[config.mk]
export PLATFORM = sky130hd
export DESIGN_NAME = execution_sequencer
export DESIGN_NICKNAME = d
export VERILOG_FILES = /design/src/rtl/execution_sequencer.sv
export SDC_FILE = /design/constraint.sdc
export NUM_CORES = 1
export LEC_CHECK = 0
export CAP_MARGIN = 40
export CORE_ASPECT_RATIO = 0.5
export CORE_MARGIN = 2
export CORE_UTILIZATION = 40
export CTS_CLUSTER_SIZE = 30
export DETAILED_ROUTE_END_ITERATION = 16
export SETUP_SLACK_MARGIN = 0.3
export SLEW_MARGIN = 20
export SYNTH_ARGS = -nofsm -noshare
export SYNTH_HDL_FRONTEND = slang
export SYNTH_SLANG_ARGS = --single-unit
[constraint.sdc]
create_clock -name clk -period 5.2 [get_ports clk]
set_clock_uncertainty 0.05 [all_clocks]
set_input_delay 1.04 -clock clk [delete_from_list [all_inputs] [get_ports clk]]
set_output_delay 1.04 -clock clk [all_outputs]
set_load 0.1 [all_outputs]
[src/rtl/execution_sequencer.sv]
// Command sequencer: runs optional authorization, one functional unit and optional
// NVM commit for each accepted command, then reports a one-cycle success/failure pulse.
module execution_sequencer #(
  parameter int NUM_UNITS      = 6,
  parameter int TIMEOUT_CYCLES = 1024
) (
  input  logic                 clk,
  input  logic                 rst,
  input  logic                 cmd_valid,
  output logic                 cmd_ready,
  input  logic [2:0]           cmd_unit,
  input  logic                 cmd_auth_req,
  input  logic                 cmd_nvm_req,
  output logic                 start_auth_check,
  input  logic                 auth_success,
  input  logic                 auth_fail,
  output logic [NUM_UNITS-1:0] unit_start,
  input  logic [NUM_UNITS-1:0] unit_done,
  input  logic [NUM_UNITS-1:0] unit_fail,
  output logic                 start_nvm_op,
  input  logic                 nvm_success,
  input  logic                 nvm_fail,
  output logic                 command_succeeded,
  output logic                 command_failed,
  output logic [2:0]           err_code
);

  typedef enum logic [2:0] {
    IDLE, DECODE, AUTH_WAIT, EXEC_WAIT, NVM_WAIT, FINISH
  } state_t;

  typedef enum logic [2:0] {
    E_OK = 3'd0, E_BAD_UNIT = 3'd1, E_AUTH = 3'd2, E_UNIT = 3'd3, E_NVM = 3'd4, E_TIMEOUT = 3'd5
  } err_t;

  localparam int          TW     = (TIMEOUT_CYCLES > 1) ? $clog2(TIMEOUT_CYCLES) : 1;
  localparam logic [TW-1:0] T_LAST = (TIMEOUT_CYCLES > 0) ? TW'(TIMEOUT_CYCLES - 1) : '0;
  localparam bit          T_EN   = (TIMEOUT_CYCLES != 0);

  state_t              state_q, state_n;
  logic [2:0]          unit_q, unit_n;
  logic                auth_q, auth_n;
  logic                nvm_q, nvm_n;
  logic [TW-1:0]       timer_q, timer_n;
  err_t                err_q, err_n;

  logic                cmd_ready_n, start_auth_n, start_nvm_n, succ_n, fail_n;
  logic [NUM_UNITS-1:0] unit_start_n;

  logic [NUM_UNITS-1:0] sel;
  logic                unit_valid, unit_hit_done, unit_hit_fail, timeout;

  always_comb begin
    sel = '0;
    for (int unsigned i = 0; i < NUM_UNITS; i++)
      sel[i] = ({29'd0, unit_q} == (i + 32'd1));
  end

  assign unit_valid    = ({29'd0, unit_q} <= 32'(NUM_UNITS));
  assign unit_hit_done = |(unit_done & sel);
  assign unit_hit_fail = |(unit_fail & sel);
  assign timeout       = T_EN && (timer_q == T_LAST);

  always_comb begin
    state_n = state_q;
    unit_n  = unit_q;
    auth_n  = auth_q;
    nvm_n   = nvm_q;
    timer_n = timer_q;
    err_n   = err_q;

    unique case (state_q)
      IDLE: begin
        if (cmd_valid) begin
          unit_n  = cmd_unit;
          auth_n  = cmd_auth_req;
          nvm_n   = cmd_nvm_req;
          err_n   = E_OK;
          state_n = DECODE;
        end
      end
      DECODE: begin
        if (!unit_valid) begin
          err_n   = E_BAD_UNIT;
          state_n = FINISH;
        end else if (auth_q)       state_n = AUTH_WAIT;
        else if (unit_q != 3'd0)   state_n = EXEC_WAIT;
        else if (nvm_q)            state_n = NVM_WAIT;
        else                       state_n = FINISH;
      end
      AUTH_WAIT: begin
        if (auth_fail) begin
          err_n   = E_AUTH;
          state_n = FINISH;
        end else if (auth_success) begin
          if (unit_q != 3'd0) state_n = EXEC_WAIT;
          else if (nvm_q)     state_n = NVM_WAIT;
          else                state_n = FINISH;
        end else if (timeout) begin
          err_n   = E_TIMEOUT;
          state_n = FINISH;
        end else timer_n = timer_q + TW'(1);
      end
      EXEC_WAIT: begin
        if (unit_hit_fail) begin
          err_n   = E_UNIT;
          state_n = FINISH;
        end else if (unit_hit_done) begin
          state_n = nvm_q ? NVM_WAIT : FINISH;
        end else if (timeout) begin
          err_n   = E_TIMEOUT;
          state_n = FINISH;
        end else timer_n = timer_q + TW'(1);
      end
      NVM_WAIT: begin
        if (nvm_fail) begin
          err_n   = E_NVM;
          state_n = FINISH;
        end else if (nvm_success) begin
          state_n = FINISH;
        end else if (timeout) begin
          err_n   = E_TIMEOUT;
          state_n = FINISH;
        end else timer_n = timer_q + TW'(1);
      end
      FINISH:  state_n = IDLE;
      default: state_n = IDLE;
    endcase

    if (state_n != state_q) timer_n = '0;

    // Outputs are computed for the state being entered so they register alongside it.
    cmd_ready_n  = (state_n == IDLE);
    start_auth_n = (state_n == AUTH_WAIT) && (state_q != AUTH_WAIT);
    start_nvm_n  = (state_n == NVM_WAIT)  && (state_q != NVM_WAIT);
    unit_start_n = ((state_n == EXEC_WAIT) && (state_q != EXEC_WAIT)) ? sel : '0;
    succ_n       = (state_n == FINISH) && (err_n == E_OK);
    fail_n       = (state_n == FINISH) && (err_n != E_OK);
  end

  always_ff @(posedge clk or posedge rst) begin
    if (rst) begin
      state_q           <= IDLE;
      unit_q            <= '0;
      auth_q            <= 1'b0;
      nvm_q             <= 1'b0;
      timer_q           <= '0;
      err_q             <= E_OK;
      cmd_ready         <= 1'b1;
      start_auth_check  <= 1'b0;
      unit_start        <= '0;
      start_nvm_op      <= 1'b0;
      command_succeeded <= 1'b0;
      command_failed    <= 1'b0;
    end else begin
      state_q           <= state_n;
      unit_q            <= unit_n;
      auth_q            <= auth_n;
      nvm_q             <= nvm_n;
      timer_q           <= timer_n;
      err_q             <= err_n;
      cmd_ready         <= cmd_ready_n;
      start_auth_check  <= start_auth_n;
      unit_start        <= unit_start_n;
      start_nvm_op      <= start_nvm_n;
      command_succeeded <= succ_n;
      command_failed    <= fail_n;
    end
  end

  assign err_code = err_q;

endmodule
* Yosys cells after proc, flatten, opt, wreduce, memory -nomap -nowiden *
Index checks and enable logic that the tools add are counted.

word-level totals
  input port bits = 24
  word-level logic and storage cells = 89
  register bits after elaboration = 32
  output and inout port bits = 14

cells by class
  mux-type cells = 33
  add/sub/neg operators = 1
  reductions and logical operators = 15
  magnitude comparators = 1
  equal/unequal tests = 25
  bitwise operators = 2

operators with widths
  cell                   number
  $mux 10                8
  $mux 3                 20
  $pmux 10 s3            1
  $pmux 3 s5             2
  $ne 3x3->1 const B     7
  $eq 3x2->1 const B     6
  $eq 3x3->1 const B     6
  $and 6x6->6            2
  $reduce_or 6->1        2
  $add 10x1->10 const B  1
  $eq 10x10->1 const B   1
  $logic_not 3->1        3
  $reduce_and 7->1       1
  $eq 3x1->1 const B     2
  $mux 6                 1
  $ne 3x2->1 const B     2
  $reduce_bool 3->1      2
  $logic_and 1x1->1      5
  $reduce_bool 4->1      1
  $le 3x3->1 const B     1
  $ne 3x3->1             1
  $reduce_and 2->1       1
  $mux 1                 1

* Logic depth before layout (Yosys ltp) *
  depth in word-level cells = 9
  gate-level depth with buffers = 9

* Worst setup path before layout *
Ideal clock, no wire load.

  kind = input to register
  from = input auth_fail
  to = register timer_q[9]
  stages = 8
  path slack = 2.398 ns
  buffers on the path = 1
  arrival = 2.620 ns
  data required time = 5.018 ns
  path through = or4b_4 nand2b_4 a311oi_2 o21ai_2 buf_6 nor4_4 xnor2_1 nor2_2

on the way
  longest elaborated chain between the ends = 5

RTL lines
  item                                                                     RTL line  RTL
  start: declaration                                                       16        input logic auth_fail,
  $mux 3                                                                   92        if (auth_fail) begin
  $pmux 3 s5                                                               72        unique case (state_q)
  $ne 3x3->1                                                               130       if (state_n != state_q) timer_n = '0;
  $ne 3x3->1 (no source line) / $reduce_bool 4->1 (equally long branches)  n/a
  $reduce_and 7->1 (no source line)                                        n/a
  end signal: assignment                                                   160       timer_q <= timer_n;
  end: declaration                                                         44        logic [TW-1:0] timer_q, timer_n;

Several ways; a longest one is shown, not always the timed one.
A chain may end at the register's enable or synchronous reset.

* Worst setup path after layout *
  from = input unit_done[5]
  to = register unit_start[0]

on the way
  longest elaborated chain between the ends = 8

RTL lines
  item                    RTL line  RTL
  start: declaration      18        input logic [NUM_UNITS-1:0] unit_done,
  $and 6x6->6             60        assign unit_hit_done = |(unit_done & sel);
  $reduce_or 6->1         60
  $mux 3                  108       end else if (unit_hit_done) begin
  $mux 3                  105       if (unit_hit_fail) begin
  $pmux 3 s5              72
  via state_n[1]          40        state_t state_q, state_n;
  $eq 3x2->1              136       unit_start_n = ((state_n == EXEC_WAIT) && (state_q != EXEC_WAIT)) ? sel : '0;
  $logic_and 1x1->1       136
  $mux 6                  136
  via unit_start_n[0]     48        logic [NUM_UNITS-1:0] unit_start_n;
  end signal: assignment  164       unit_start <= unit_start_n;
  end: declaration        17        output logic [NUM_UNITS-1:0] unit_start,

The timed path passes the listed nets, and every way through them passes these cells.

==> key figures <==
Drt
  • Initial DRC count: 237
  • DR pass1 iterations: 4
  • Avg WL per Cell: 15.9 um
  • Post-route DRC: 0
  • Vias: 1,858
  • Post-DRT Antenna Nets: 0
  • Via density: 5.55
  • Final wirelength: 5330 um

STA
  • RSZ-0062 raised after global routing: false
  • Post-route setup TNS: 0 ns
  • Peak Freq: 0.297 GHz
  • Final hold vios: 0
  • Pins over their slew limit: 0
  • Period minus WS final: 3.36 ns
  • Final worst setup slack: 1.84 ns
  • Slew headroom: 48.6%
  • Worst slew pin tran: 0.766 ns
  • Endpoints failing setup: 0
  • Final worst-path cycle share: 64.6%

Critical path
  • R2r worst-path depth: 7
  • Stages on the worst setup path: 8
  • CP required: 5.35 ns
  • Crit end category: flip-flop
  • CP delay by family, top: simple AND/OR/NAND/NOR gates
  • Worst stage delay on the critical path: 0.63 ns
  • Reg-to-Reg Start: unit_q[2]
  • Worst Path Arrival: 3.51 ns
  • R2r endpoint: unit_start[0]
  • Maximum fanout along the worst path: 11
  • CP cell instances: clkdlybuf4s50_1, mux2_2, nand3_1, nor4bb_1, o21ai_2, a21oi_2, nand3_1, nor3_1
  • R2r setup slk: 2.25 ns
  • Startpoint types: input pin
  • Buf+Inv Stages, Crit Path: 1
  • Setup CP Type: input pin to flip-flop
  • Most common cell on crit path: nand3_1
  • Slowest cell on crit path: nor4bb_1

Clock network
  • # hold bufs at CTS: 0
  • H-tree levels: 2
  • Clock buffer count from CTS: 5
  • Post-CTS sizing: 0
  • Post-CTS Setup Bufs: 0
  • Clk slew on worst S/H paths: 0.07 ns
  • Sink Count: 32
  • Clk_lat worst skew: 0.28 ns
  • Max Root-Sink Buffers: 2
  • CTS tree: done
  • Root Buffer: clkbuf_8

Finish
  • Fill count: 463
  • Area growth from synthesis to layout: 35.5%
  • Sequential cell area: 802 um^2
  • N_diodes: 0
  • Utilization after layout: 55.9%
  • # nets final: 289
  • Most frequent cells in the layout: clkdlybuf4s50_1 (37), dfrtp_1 (31), nor2_1 (21), nand2_1 (14), buf_8 (14)
  • Multi-input logic area: 1140 um^2
  • Finished Cell Area: 2740 um^2
  • Most common cell after layout, fill and taps aside: clkdlybuf4s50_1
  • Share of cells above drive strength 1: 18.9%

Logic synthesis
  • Synth Area per Inst: 9.46 um^2
  • Seq/Total Area, Yosys: 39.6%
  • Syn_nets: 239
  • Post-synth EDFFs: 0
  • Cell taking the most area after synthesis: dfrtp_1
  • Post-synthesis cell count: 214
  • Top FF cell, synth: dfrtp_1
  • Share of the synthesized area in the top cell type: 38.3%
  • Post-Syn Area: 2020 um^2
  • Synth warnings: 0
  • Top cells by area, synth: dfrtp_1 (38%), nor2_1 (3.9%), xnor2_1 (3.5%)
  • Netlist cell types: 59
  • Synth Register Bits: 32
  • Asr flop ratio synth: 100%

Place
  • Gpl congestion: 0.929
  • Placed cell area: 2650 um^2
  • Port bufs: 37
  • Pre-CTS setup slack: 1.57 ns
  • Hpwl dp: 3900 um

GRT
  • First-pass GRT wire length: 8780 um
  • Initial antenna violation count: 0
  • GRT Residual Overflow: 0
  • Largest net degree at the start of global routing: 33
  • Vias in the first global route: 1,728
  • Total GRT Usage: 20.2%

Floorplan
  • Num ports: 38
  • Die Ht: 54.3 um
  • Die X: 105 um
  • Die ar.: 5680 um^2
  • Starting Density: 41.2%
  • Num rows: 18
  • Core Region: 4910 um^2

Hold path
  • Hold EP: timer_q[8]
  • Hold depth: 2
  • Worst hold start: timer_q[8]
  • Hold Crit Class: flip-flop to flip-flop

Power and ir drop
  • Clock Power Share: 12.5%
  • Logic pwr share: 59.8%
  • Switch share: 50.0%
  • Internal: 791 uW
  • P per Cell Area: 577 nW/um^2
  • Switching Power: 791 uW
  • Worst-case vdd ir drop: 0.000314 V
  • Leak: 0.00109 uW
  • Flop pwr share: 27.7%

Flow run
  • Max-cap violations: 0

Status
  • Status: completed
[registers in the layout, indices dropped and copies added, names as in the netlist]
| name | cells |
|---|---|
| nvm_q | 1 |
| start_auth_check | 1 |
| cmd_ready | 1 |
| timer_q | 10 |
| start_nvm_op | 1 |
| command_failed | 1 |
| auth_q | 1 |
| unit_q | 3 |
| err_code | 3 |
| command_succeeded | 1 |
| unit_start | 6 |
| state_q | 3 |
[power groups by stage]
stage	Combinational (uW)	Clock, uW	Sequential, uW
after global placement	854	0	439
after detailed placement	932	0	441
after global routing	1010	215	452
final	946	198	438
after floorplan	551	0	543
after CTS	937	202	437
[per-stage QoR]
| step | hold slack, ns | instances | power (uW) |
|---|---|---|---|
| floorplan | 0.466 | 214 | 1090 |
| global placement | 0.481 | 312 | 1290 |
| detailed placement | 0.502 | 326 | 1370 |
| CTS | 0.517 | 334 | 1580 |
| global route | 0.536 | 335 | 1680 |
| finish | 0.516 | 335 | 1580 |
[cells in the mapped netlist (all sizes together), types with 3 or more instances]
| library cell | count |
|---|---|
| nand4b | 3 |
| xnor2 | 8 |
| and3 | 3 |
| o21ai | 9 |
| inv | 7 |
| nand2 | 14 |
| nand2b | 7 |
| buf | 4 |
| clkbuf | 6 |
| o2111ai | 3 |
| nor3 | 11 |
| nand3 | 13 |
| mux2i | 4 |
| dfrtp | 31 |
| nor2b | 3 |
| mux2 | 5 |
| nor2 | 24 |
| o21a | 3 |
| a21oi | 9 |
| nor3b | 4 |
[worst max path at each step]
stage | startpoint | to | slack [ns]
4_1_cts | auth_fail | unit_start[0] | 1.86
5_1_grt | auth_fail | unit_start[0] | 1.73
6_report | unit_done[5] | unit_start[0] | 1.84
3_5_place_dp | auth_fail | unit_start[0] | 1.57
3_3_place_gp | auth_fail | unit_start[0] | 1.68
2_1_floorplan | auth_fail | timer_q[9] | 2.40
[layer usage]
metal,global-route usage (%),vias up,share of wire (%)
met1,27.2,892,46
met3,5.36,5,8.5
li1,-,889,-
met2,33.1,72,45
met5,0,-,0
met4,5.11,0,0.71
[worst reg2reg max path, delay by kind of cell (launching register included)]
kind / cells / cell delay, ns
flops: 1 / 0.62
compound gates: 2 / 0.69
simple gates: 4 / 1.11
mux: 1 / 0.39
[area by class of cell]
class                           count  area share (%)
Clock buffer                        8            3.28
Inverter                            7           0.958
Multi-Input combinational cell    165            41.6
Tap cell                           70            3.19
Timing Repair Buffer               53            21.7
Sequential cell                    32            29.2
[cell families (layout without fill, tap and decap cells)]
group           count (synthesis)  in the layout  synth area share, %
simple gates                  101            101                 30.1
compound gates                 45             45                 17.0
flops                          32             32                 39.6
buf+inv                        17             68                 4.02
xor+xnor                        9              9                 3.89
mux                             9              9                 4.76
fa+ha+maj                       1              1                0.618
Power figures use the tool's default switching activity.
